## config.mk

```make
export PLATFORM = sky130hd
export DESIGN_NAME = duty_ramp_controller
export DESIGN_NICKNAME = d
export VERILOG_FILES = /design/src/rtl/pwm_pkg.sv /design/src/rtl/update_tick_gen.sv /design/src/rtl/duty_ramp_controller.sv
export SDC_FILE = /design/constraint.sdc
export NUM_CORES = 1
export LEC_CHECK = 0
export BUFFER_PORTS_ARGS = -buffer_cell sky130_fd_sc_hd__buf_2
export CORE_ASPECT_RATIO = 0.5
export CORE_MARGIN = 1
export CORE_UTILIZATION = 60
export DETAILED_ROUTE_END_ITERATION = 10
export GPL_TIMING_DRIVEN = 1
export PLACE_DENSITY = 0.9
export SLEW_MARGIN = 5
export SYNTH_ARGS = -nofsm -noshare
export SYNTH_HDL_FRONTEND = slang
export SYNTH_HIERARCHICAL = 1
export SYNTH_SLANG_ARGS = --single-unit
```

## constraint.sdc

```tcl
create_clock -name clk -period 5.4 [get_ports clk]
set_input_delay 0 -clock clk [delete_from_list [all_inputs] [get_ports clk]]
set_output_delay 0 -clock clk [all_outputs]
set_load 0.01 [all_outputs]
```

## src/rtl/pwm_pkg.sv

```systemverilog
// Types and limits shared by the duty ramp controller, the PWM generator and their benches.
package pwm_pkg;

    typedef logic [7:0] duty_t;

    localparam int MAX_DUTY = 100;

    typedef enum logic [1:0] {
        IDLE,
        RAMP_UP,
        RAMP_DOWN,
        ESTOP
    } ramp_state_t;

    // Clamp a requested duty to the given ceiling.
    function automatic duty_t sat_duty(input duty_t req, input duty_t limit);
        return (req > limit) ? limit : req;
    endfunction

endpackage

```

## src/rtl/update_tick_gen.sv

```systemverilog
// Free-running divider: one-clock tick pulse every UPDATE_CLKS clocks (one PWM period).
module update_tick_gen #(
    parameter int UPDATE_CLKS = 50
) (
    input  logic clk,
    input  logic reset,
    output logic tick
);

    localparam int CW = (UPDATE_CLKS > 1) ? $clog2(UPDATE_CLKS) : 1;
    localparam logic [CW-1:0] LAST = CW'(UPDATE_CLKS - 1);

    logic [CW-1:0] count_q;
    logic [CW-1:0] count_d;

    always_comb begin
        count_d = (count_q == LAST) ? '0 : count_q + 1'b1;
    end

    assign tick = (count_q == LAST);

    always_ff @(posedge clk) begin
        if (reset) begin
            count_q <= '0;
        end else begin
            count_q <= count_d;
        end
    end

endmodule

```

## src/rtl/duty_ramp_controller.sv

```systemverilog
// Slew-limited duty command for the PWM generator: steps toward the target once per tick,
// with an emergency stop that zeroes duty and target immediately.
module duty_ramp_controller #(
    parameter int UPDATE_CLKS = 50,
    parameter int STEP        = 10,
    parameter int MAX_DUTY    = pwm_pkg::MAX_DUTY
) (
    input  logic       clk,
    input  logic       reset,
    input  logic [7:0] target_duty,
    input  logic       cmd_valid,
    output logic       cmd_ready,
    input  logic       estop,
    output logic [7:0] DUTY_CYCLE,
    output logic       at_target,
    output logic       ramping
);

    localparam logic [8:0] STEP9 = 9'(STEP);
    localparam logic [7:0] STEP8 = 8'(STEP);
    localparam logic [7:0] LIMIT = 8'(MAX_DUTY);

    pwm_pkg::ramp_state_t state_q;
    pwm_pkg::ramp_state_t state_d;
    pwm_pkg::duty_t       duty_q;
    pwm_pkg::duty_t       duty_d;
    pwm_pkg::duty_t       target_q;
    pwm_pkg::duty_t       target_d;

    logic       tick;
    logic       accept;
    logic [8:0] up_sum;
    logic [7:0] down_gap;

    update_tick_gen #(
        .UPDATE_CLKS(UPDATE_CLKS)
    ) u_tick (
        .clk  (clk),
        .reset(reset),
        .tick (tick)
    );

    always_comb begin
        accept   = cmd_valid & cmd_ready & ~estop;
        up_sum   = {1'b0, duty_q} + STEP9;
        down_gap = duty_q - target_q;
        duty_d   = duty_q;
        target_d = target_q;
        state_d  = state_q;

        if (estop) begin
            duty_d   = '0;
            target_d = '0;
            state_d  = pwm_pkg::ESTOP;
        end else begin
            // A tick steps toward the target held before this edge; a command landing on
            // the same edge only takes effect from the following tick.
            if (tick) begin
                if (target_q > duty_q) begin
                    duty_d = (up_sum >= {1'b0, target_q}) ? target_q : up_sum[7:0];
                end else if (target_q < duty_q) begin
                    duty_d = ({1'b0, down_gap} > STEP9) ? (duty_q - STEP8) : target_q;
                end
            end

            if (accept) begin
                target_d = pwm_pkg::sat_duty(target_duty, LIMIT);
            end

            if (target_q > duty_d) begin
                state_d = pwm_pkg::RAMP_UP;
            end else if (target_q < duty_d) begin
                state_d = pwm_pkg::RAMP_DOWN;
            end else begin
                state_d = pwm_pkg::IDLE;
            end
        end
    end

    always_ff @(posedge clk) begin
        if (reset) begin
            state_q  <= pwm_pkg::IDLE;
            duty_q   <= '0;
            target_q <= '0;
        end else begin
            state_q  <= state_d;
            duty_q   <= duty_d;
            target_q <= target_d;
        end
    end

    assign DUTY_CYCLE = duty_q;
    assign cmd_ready  = (state_q != pwm_pkg::ESTOP);
    assign at_target  = (state_q == pwm_pkg::IDLE) && (duty_q == target_q);
    assign ramping    = (state_q == pwm_pkg::RAMP_UP) || (state_q == pwm_pkg::RAMP_DOWN);

endmodule
```

==> summary.md, run 1 <==
| Metric | Value |
|---|---|
| Outcome | finished clean |
| H-tree depth | 1 |
| Post-synth cell types | 63 |
| CTS buffer count | 3 |
| Reg clk slew, reported paths | 0.09 ns |
| TritonRoute pass-1 iters | 5 |
| Post-synth top area share | 20.32% |
| Clk_skew | 0.003723 ns |
| EDFF count, synth | 0 |
| Mapped Nets | around 340 |
| GRT Util Overall | 30.87% |
| Setup_tns | 0 ns |
| Final nets | 361 |
| Gpl congestion | slightly below 1 |
| Initial Util | 65.63% |
| Crit path capture type | flip-flop |
| CTS tree | yes |
| Synth top area cells | dfxtp_1 20%, ha_1 15%, nor2_1 4.9% |
| Final hold violation count | 0 |
| Relative slew slack | between 20% and 30% |
| Top FF cell, synth | dfxtp_1 |
| Synth Instances | 302 |
| Most frequent cell after synthesis | nor2_1 |
| Crit path DAT | 4.66 ns |
| Final ANT Viol Nets | 0 |
| Die height | 46.39 µm |
| Grt total ovfl | 0 |
| ANT cells | 0 |
| Synth top cells by count | 31 x nor2_1, 29 x ha_1, 24 x dfxtp_1 |
| Avg Cell Area, Syn | 7.830 µm² |
| Yosys reg bits | 24 |
| Fin crit share | 82.50% |
| Leakage | 1.110 nW |
| Core Rows | 15 |
| Synth Cell Area | 2365 µm² |
| Die X | slightly above 90 µm |
| I/O pin count | 23 |
| Synthesis warning total | 6 |
| Sink Count | 24 |
| Clk_lat worst skew | 0.27 ns |
| Layout cell share with drive strength beyond 1 | 11.01% |
| Vias per cell | just under 7 |
| RSZ-0062 raised after global routing | false |
| Routed len/inst | roughly 17 µm |
| FMAX | 224.5 MHz |
| Routed wire length | roughly 6300 µm |
| Register area share after synthesis | 20.32% |
| Least-Margin Pin Slew | 1.134 ns |
| Fin. max-slew vios | 0 |
| CTS root buf | clkbuf_8 |
| Max VDD drop | between 0.0002 and 0.00025 V |
| Post-detail-place hpwl | 4757 µm |
| Largest net degree at the start of global routing | 22 |
| Buffer depth of the longest clock path | 2 |
| DR iter-0 viols | 309 |
| Critical path class | flip-flop to flip-flop |
| Critical path data required time | 5.61 ns |
| Die area | 4212 µm² |
| Post-synth top area cell | dfxtp_1 |
| First-pass GRT wire length | 10140 µm |
| Ys async rst share | 0% |
| Port bufs | 22 |
| Fin crit period | 4.455 ns |
| Fill count | around 280 |
| Vias | 2485 |
| Crit Path Max Fanout | 15 |
| Layout area overhead | 9.577% |
| Final setup viols | 0 |
| Vias in the first global route | between 2000 and 2500 |
| Post CTS Setup Buffer Count | 0 |
| Startpoint types | flip-flop |
| Core area | 3603 µm² |
| Cell Pwr Density | 220.3 nW/µm² |
| Worst min path class | input port to flip-flop |
| Hold WS | 0.002961 ns |
| Maxcap violations | 0 |
| DRC viols | 0 |
| Initial antenna violation count | 0 |
## layout by cell type (no fill, tap or decap), types with 7 or more instances in the layout
master / count
a211oi_1: 11
a21oi_1: 14
buf_2: 22
dfxtp_1: 24
ha_1: 29
inv_1: 23
nand2_1: 14
nand3_1: 13
nor2_1: 31
nor3_1: 7
o21ai_0: 9
## state kept, by name (all words and copies together), names as in the netlist
name / flops
state_q: 2
target_q: 8
u_tick/count_q: 6
DUTY_CYCLE: 8
## power by group
group	internal, mW	switching, mW
combinational	0.0794	0.137
clock	0.0992	0.0610
sequential	0.184	0.00983
total	0.363	0.208
## cell type report
cell class                 instances  area [µm²]  share of cell area, %
clock inverter                     1       30.03                  1.159
multi-input combinational        239        1725                  66.59
tap                               51       63.81                  2.463
sequential                        24       480.5                  18.54
timing repair buffer              27       160.2                  6.181
inverter                          24       90.09                  3.477
clock buffer                       3       41.29                  1.593
## kinds of logic after synthesis
family / Yosys count / synth area share [%]
and+or+nand+nor: 104 / 22.96
DFF: 24 / 20.32
muxes: 3 / 1.270
AOI/OAI and AO/OA: 93 / 29.21
adders and majority gates: 30 / 16.19
buffers and inverters: 39 / 6.719
xor gates and xnor gates: 9 / 3.334
## through the flow
stage	instances	worst slack (ns)	total power [mW]	util, %	cell area [µm²]
after floorplan	302	1.510	0.3618	-	2365
after global placement	360	1.357	0.3956	68.54	2470
after detailed placement	360	1.110	0.4033	68.54	2470
after CTS	369	1.079	0.5648	71.91	2591
after global routing	369	0.6781	0.5996	71.91	2591
final	369	0.9452	0.5708	71.91	2591
## repair_timing
action,4_1_cts,5_1_grt
gates resized for setup,0,0
endpoints found under the setup margin,0,0
hold endpoints to repair,7,0
hold buffers,5,0
## layer usage
metal,track usage [%],wire length [µm],up-vias
met5,0,0,-
met4,10.16,95,0
met3,6.106,631,12
met2,51.67,2766,146
met1,41.10,2810,1164
li1,-,-,1163
## final timing paths
check / cells past startpoint / end / slack [ns] / startpoint
max: 16 / state_q[0]$_SDFF_PP0_ / 0.95 / DUTY_CYCLE[1]$_SDFF_PP0_
min: 3 / target_q[4]$_SDFFE_PP0P_ / 0.003 / target_duty[4]
max reg2reg: 16 / state_q[0]$_SDFF_PP0_ / 0.95 / DUTY_CYCLE[1]$_SDFF_PP0_
min reg2reg: 1 / u_tick/count_q[0]$_SDFF_PP0_ / 0.49 / u_tick/count_q[0]$_SDFF_PP0_
## worst max-delay path, stage by stage (launching register included)
cell and delay, ns:
dfxtp_1 0.62, inv_1 0.18, ha_1 0.37, or2_1 0.11, a21oi_1 0.10, or3_1 0.36, a31oi_1 0.91, a2111oi_0 0.29
o31ai_1 0.37, nand2_1 0.10, ha_1 0.29, o21ai_0 0.08, nand2b_1 0.07, a21oi_1 0.06, o21ai_0 0.20, o21ai_0 0.12
a21oi_1 0.14
Power figures use the tool's default switching activity.
==> inputs of run 2 (changes only) <==
- CORE_UTILIZATION: 60 -> 54
- PLACE_DENSITY: 0.9 -> 0.86
- clock period: 5.4 -> 3.85 ns (I/O delays scaled with it)
==> summary.md, run 2 (synthesis gave the netlist of run 1 again) <==
| Metric | Value |
|---|---|
| Vias in the first global route | 2613 |
| Relative slew slack | 41.47% |
| RSZ-0062 raised after global routing | true |
| Sink Count | 24 |
| Most frequent cells in the layout | 30 x nor2_1, 28 x buf_4, 22 x ha_1, 22 x buf_2, 21 x inv_1 |
| Post-detail-place hpwl | 5525 µm |
| Failing checks | hold timing, setup timing |
| Initial Util | 58.48% |
| Max VDD drop | roughly 0.00026 V |
| Critical path data required time | 4.02 ns |
| Outcome | finished with violations |
| Total power | 0.9249 mW |
| Worst min path class | input port to flip-flop |
| Die X | roughly 96 µm |
| DRC viols | 0 |
| Net switching component of the power | 0.3468 mW |
| Fin. max-slew vios | 0 |
| Core area | 4044 µm² |
| Critical path class | flip-flop to flip-flop |
| Final hold violation count | 2 |
| Die height | 48.80 µm |
| Met3 Use GR | 10.75% |
| Vias per cell | between 6 and 7 |
| Gpl congestion | 1.027 |
| Critical Path Slowest Stage Cell | nor4_4 |
| Final ANT Viol Nets | 0 |
| Fin crit share | 100.6% |
| TritonRoute pass-1 iters | 6 |
| Routed len/inst | 20.05 µm |
| Startpoint types | flip-flop |
| Maxcap violations | 0 |
| CTS buffer count | 3 |
| Buffer depth of the longest clock path | 2 |
| Least-Margin Pin Slew | between 0.8 and 0.9 ns |
| Crit-path leading delay family | compound AO/OA/AOI/OAI gates |
| Fin crit period | 3.874 ns |
| CP cell instances | inv_1, ha_2, and3_1, a222oi_1, o211ai_1, nor4_4, buf_4, and2_1, o311ai_1, o32ai_1, ha_1, a21oi_1, o21ai_1, o21ai_1, a21oi_1 |
| First-pass GRT wire length | approximately 12000 µm |
| Fill count | approximately 280 |
| Clk_skew | 0.002702 ns |
| DR iter-0 viols | 373 |
| Internal power | ~0.58 mW |
| Hold WS | -0.007761 ns |
| Place WS | -0.1725 ns |
| Final setup viols | 2 |
| Multi-input gate area | ~1800 µm² |
| GR met2 Demand/Resource | a little under three fifths |
| I/O pin count | 23 |
| Leakage | 1.249 nW |
| Crit path capture type | flip-flop |
| Placed instance count | 384 |
| Vias | approximately 2700 |
| H-tree depth | 1 |
| GRT Util Overall | ~34% |
| Clk_lat worst skew | 0.27 ns |
| ANT cells | 0 |
| Routed wire length | 7959 µm |
| Cell Pwr Density | roughly 320 nW/µm² |
| Setup_tns | -0.03520 ns |
| CTS tree | yes |
| GRT busiest layer | met2 |
| Power share of the sequential group | 29.2% |
| Reg clk slew, reported paths | 0.09 ns |
| Crit Path Max Fanout | 8 |
| Sw Ratio | 37.49% |
| Logic pwr share | 46.4% |
| Finished Layout Cells | 397 |
| Core Rows | 16 |
| Layout area overhead | 22.86% |
| Met1 Use GR | 40.56% |
| Crit-path max cell delay | 0.45 ns |
| CTS root buf | clkbuf_8 |
| Crit path DAT | 4.04 ns |
| Clock network fraction of design power | 24.4% |
| FMAX | 258.1 MHz |
| Register area | 488.0 µm² |
| CP Buf/Inv Count | 2 |
| Final nets | 386 |
| Layout cell share with drive strength beyond 1 | a little over a quarter |
| Grt total ovfl | 0 |
| Largest net degree at the start of global routing | 22 |
| Port bufs | 22 |
| Die area | 4664 µm² |
| Initial antenna violation count | 0 |
| Commonest non-fill, non-tap cell in the layout | nor2_1 |
| Worst setup margin | -0.02380 ns |
## run 2: worst min-delay path: cells and delay by family
kind,cells,cell delay [ns]
buf+inv,1,0.09
simple gates,1,0.08
compound gates,1,0.06
## run 2: repair_timing
action | 4_1_cts | 5_1_grt
endpoints found under the setup margin | 2 | 2
gates cloned | 0 | 0
pin swaps | 4 | 9
hold endpoints to repair | 4 | 0
hold buffers | 2 | 0
resized for setup | 6 | 33
setup buffers | 4 | 3
## run 2: through the flow
step                util [%]  instance area [µm²]
global route           71.84                 2905
detailed placement     65.07                 2631
global placement       65.07                 2631
CTS                    68.66                 2776
floorplan                  -                 2366
finish                 71.84                 2905
## run 2: path summary, 6_finish.rpt
path                            start                  endpoint  slack (ns)  depth (start not counted)
max reg2reg  target_q[4]$_SDFFE_PP0P_     state_q[0]$_SDFF_PP0_       -0.02                         15
min                    target_duty[3]  target_q[3]$_SDFFE_PP0P_      -0.008                          3
max          target_q[4]$_SDFFE_PP0P_     state_q[0]$_SDFF_PP0_       -0.02                         15
min reg2reg  DUTY_CYCLE[0]$_SDFF_PP0_  DUTY_CYCLE[0]$_SDFF_PP0_        0.50                          1
## run 2: area by class of cell
type	instances	area share, %
repair buffers	52	11.71
inverters	24	3.101
clock buffers	3	1.421
well taps	54	2.326
multi-input cells	239	63.61
clock inverters	1	1.034
flip-flops and latches	24	16.80
## run 2: power groups by stage
stage	Sequential, mW	Combinational (mW)	Clock, mW
2_1_floorplan	0.272	0.236	0
3_5_place_dp	0.275	0.331	0
3_3_place_gp	0.274	0.319	0
6_report	0.270	0.429	0.226
5_1_grt	0.271	0.454	0.232
4_1_cts	0.269	0.359	0.221
## run 2: layer usage
metal / wire length, µm / vias to the layer above / share of wire [%]
met4: 319 / 0 / 4.0
met2: 3617 / 222 / 45
met1: 3012 / 1257 / 38
met3: 1010 / 54 / 13
met5: 0 / - / 0
li1: - / 1211 / -
==> inputs of run 3 (changes only) <==
==> constraint.sdc (replaced) <==
create_clock -name clk -period 3.85 [get_ports clk]
set_input_delay 0.5775 -clock clk [delete_from_list [all_inputs] [get_ports clk]]
set_output_delay 0.5775 -clock clk [all_outputs]
set_load 0.01 [all_outputs]
==> summary.md, run 3 (synthesis gave the netlist of run 1 again) <==
| Metric | Value |
|---|---|
| Relative slew slack | 40.91% |
| Vias per cell | 6.937 |
| Startpoint types | flip-flop |
| Final nets | 384 |
| Buffer depth of the longest clock path | 2 |
| FMAX | 261.8 MHz |
| Fin crit share | 99.21% |
| Post-detail-place hpwl | 5525 µm |
| Reg-to-reg slack, setup | 0.03 ns |
| Critical path data required time | 4.02 ns |
| Core area | a little over 4000 µm² |
| Crit path DAT | 3.99 ns |
| Hold WS | approximately 0.5 ns |
| Initial Util | 58.48% |
| DRC viols | 0 |
| Port bufs | 22 |
| Least-Margin Pin Slew | 0.8864 ns |
| Post-route cell area | 2885 µm² |
| Initial antenna violation count | 0 |
| Routed wire length | 7933 µm |
| Fin. max-slew vios | 0 |
| Crit path capture type | flip-flop |
| Clk_skew | approximately 0.0015 ns |
| Hold Buf Count CTS | 0 |
| Place WS | -0.1725 ns |
| Maxcap violations | 0 |
| Final hold violation count | 0 |
| Setup_tns | 0 ns |
| RSZ-0062 raised after global routing | true |
| TritonRoute pass-1 iters | 6 |
| Die area | 4664 µm² |
| DR iter-0 viols | 411 |
| Clk_lat worst skew | 0.27 ns |
| CTS root buf | clkbuf_8 |
| First-pass GRT wire length | 12180 µm |
| Vias in the first global route | 2613 |
| Layout cell share with drive strength beyond 1 | between 20% and 30% |
| H-tree depth | 1 |
| Cell Area, Placed | 2631 µm² |
| Max VDD drop | 0.0002554 V |
| Core Rows | 16 |
| Total power | roughly 0.92 mW |
| Reg clk slew, reported paths | approximately 0.090 ns |
| Cell Pwr Density | between 300 and 400 nW/µm² |
| Sink Count | 24 |
| Outcome | finished clean |
| Die X | 95.59 µm |
| Commonest non-fill, non-tap cell in the layout | nor2_1 |
| GRT Util Overall | 33.53% |
| Final setup viols | 0 |
| Final ANT Viol Nets | 0 |
| I/O pin count | 23 |
| Critical path class | flip-flop to flip-flop |
| Worst setup margin | 0.03023 ns |
| Gpl congestion | 1.027 |
| Worst min path class | flip-flop to flip-flop |
| Fin crit period | 3.820 ns |
| Die height | between 40 and 50 µm |
| Grt total ovfl | 0 |
| Leakage | 1.240 nW |
| Largest net degree at the start of global routing | 22 |
| Routed len/inst | 20.08 µm |
| ANT cells | 0 |
| Crit Path Max Fanout | 8 |
| Vias | 2740 |
| Fill count | 286 |
| CTS tree | yes |
| Layout area overhead | 22.01% |
| CTS buffer count | 3 |
| Most frequent cells in the layout | 30 x nor2_1, 28 x buf_4, 22 x ha_1, 22 x buf_2, 21 x inv_1 |
run 3: changes by cell type in the layout (fill, tap and decap cells not counted):
| cell | delta |
|---|---|
| dlygate4sd3_1 | -2 |
run 3: cell type report:
cell class                 instances  area, µm²  share of cell area [%]
multi-input combinational        239       1848                   64.05
clock inverter                     1      30.03                   1.041
clock buffer                       3      41.29                   1.431
inverter                          24      90.09                   3.122
timing repair buffer              50      320.3                   11.10
tap                               54      67.56                   2.342
sequential                        24      488.0                   16.91
run 3: stage by stage:
stage / utilization [%] / cells
after floorplan: - / 302
after global placement: 65.07 / 384
after detailed placement: 65.07 / 384
after CTS: 68.16 / 392
after global routing: 71.35 / 395
final: 71.35 / 395
run 3: worst max-delay path, cell delays in order (launching register included):
cell      delay [ns]
dfxtp_1         0.41
inv_1           0.10
ha_2            0.33
and3_1          0.16
a222oi_1        0.37
o211ai_1        0.20
nor4_4          0.45
buf_4           0.24
and2_1          0.15
o311ai_1        0.15
o32ai_1         0.42
ha_1            0.32
a21oi_1         0.16
o21ai_1         0.11
o21ai_1         0.08
a21oi_1         0.07
run 3: routing by layer:
layer  GRT usage [%]  share of wire [%]  vias up
li1                -                  -     1207
met1           40.56                 37     1242
met2           57.26                 45      234
met3           10.75                 14       57
met4           9.204                4.4        0
met5               0                  0        -
run 3: power breakdown:
group | switching [mW] | internal [mW]
Combinational | 0.249 | 0.179
Clock | 0.0857 | 0.139
Sequential | 0.0110 | 0.259
run 3: worst paths after layout:
check | startpoint | end | depth (start not counted)
setup / recovery | target_q[4]$_SDFFE_PP0P_ | state_q[0]$_SDFF_PP0_ | 15
hold / removal | u_tick/count_q[0]$_SDFF_PP0_ | u_tick/count_q[0]$_SDFF_PP0_ | 1
setup reg to reg | target_q[4]$_SDFFE_PP0P_ | state_q[0]$_SDFF_PP0_ | 15
hold reg to reg | u_tick/count_q[0]$_SDFF_PP0_ | u_tick/count_q[0]$_SDFF_PP0_ | 1
run 3: what timing repair did:
item | CTS | global route
pin swaps | 4 | 9
resized for setup | 6 | 33
endpoints found under the setup margin | 2 | 2
buffers inserted | 4 | 3
hold endpoints to repair | 0 | 0
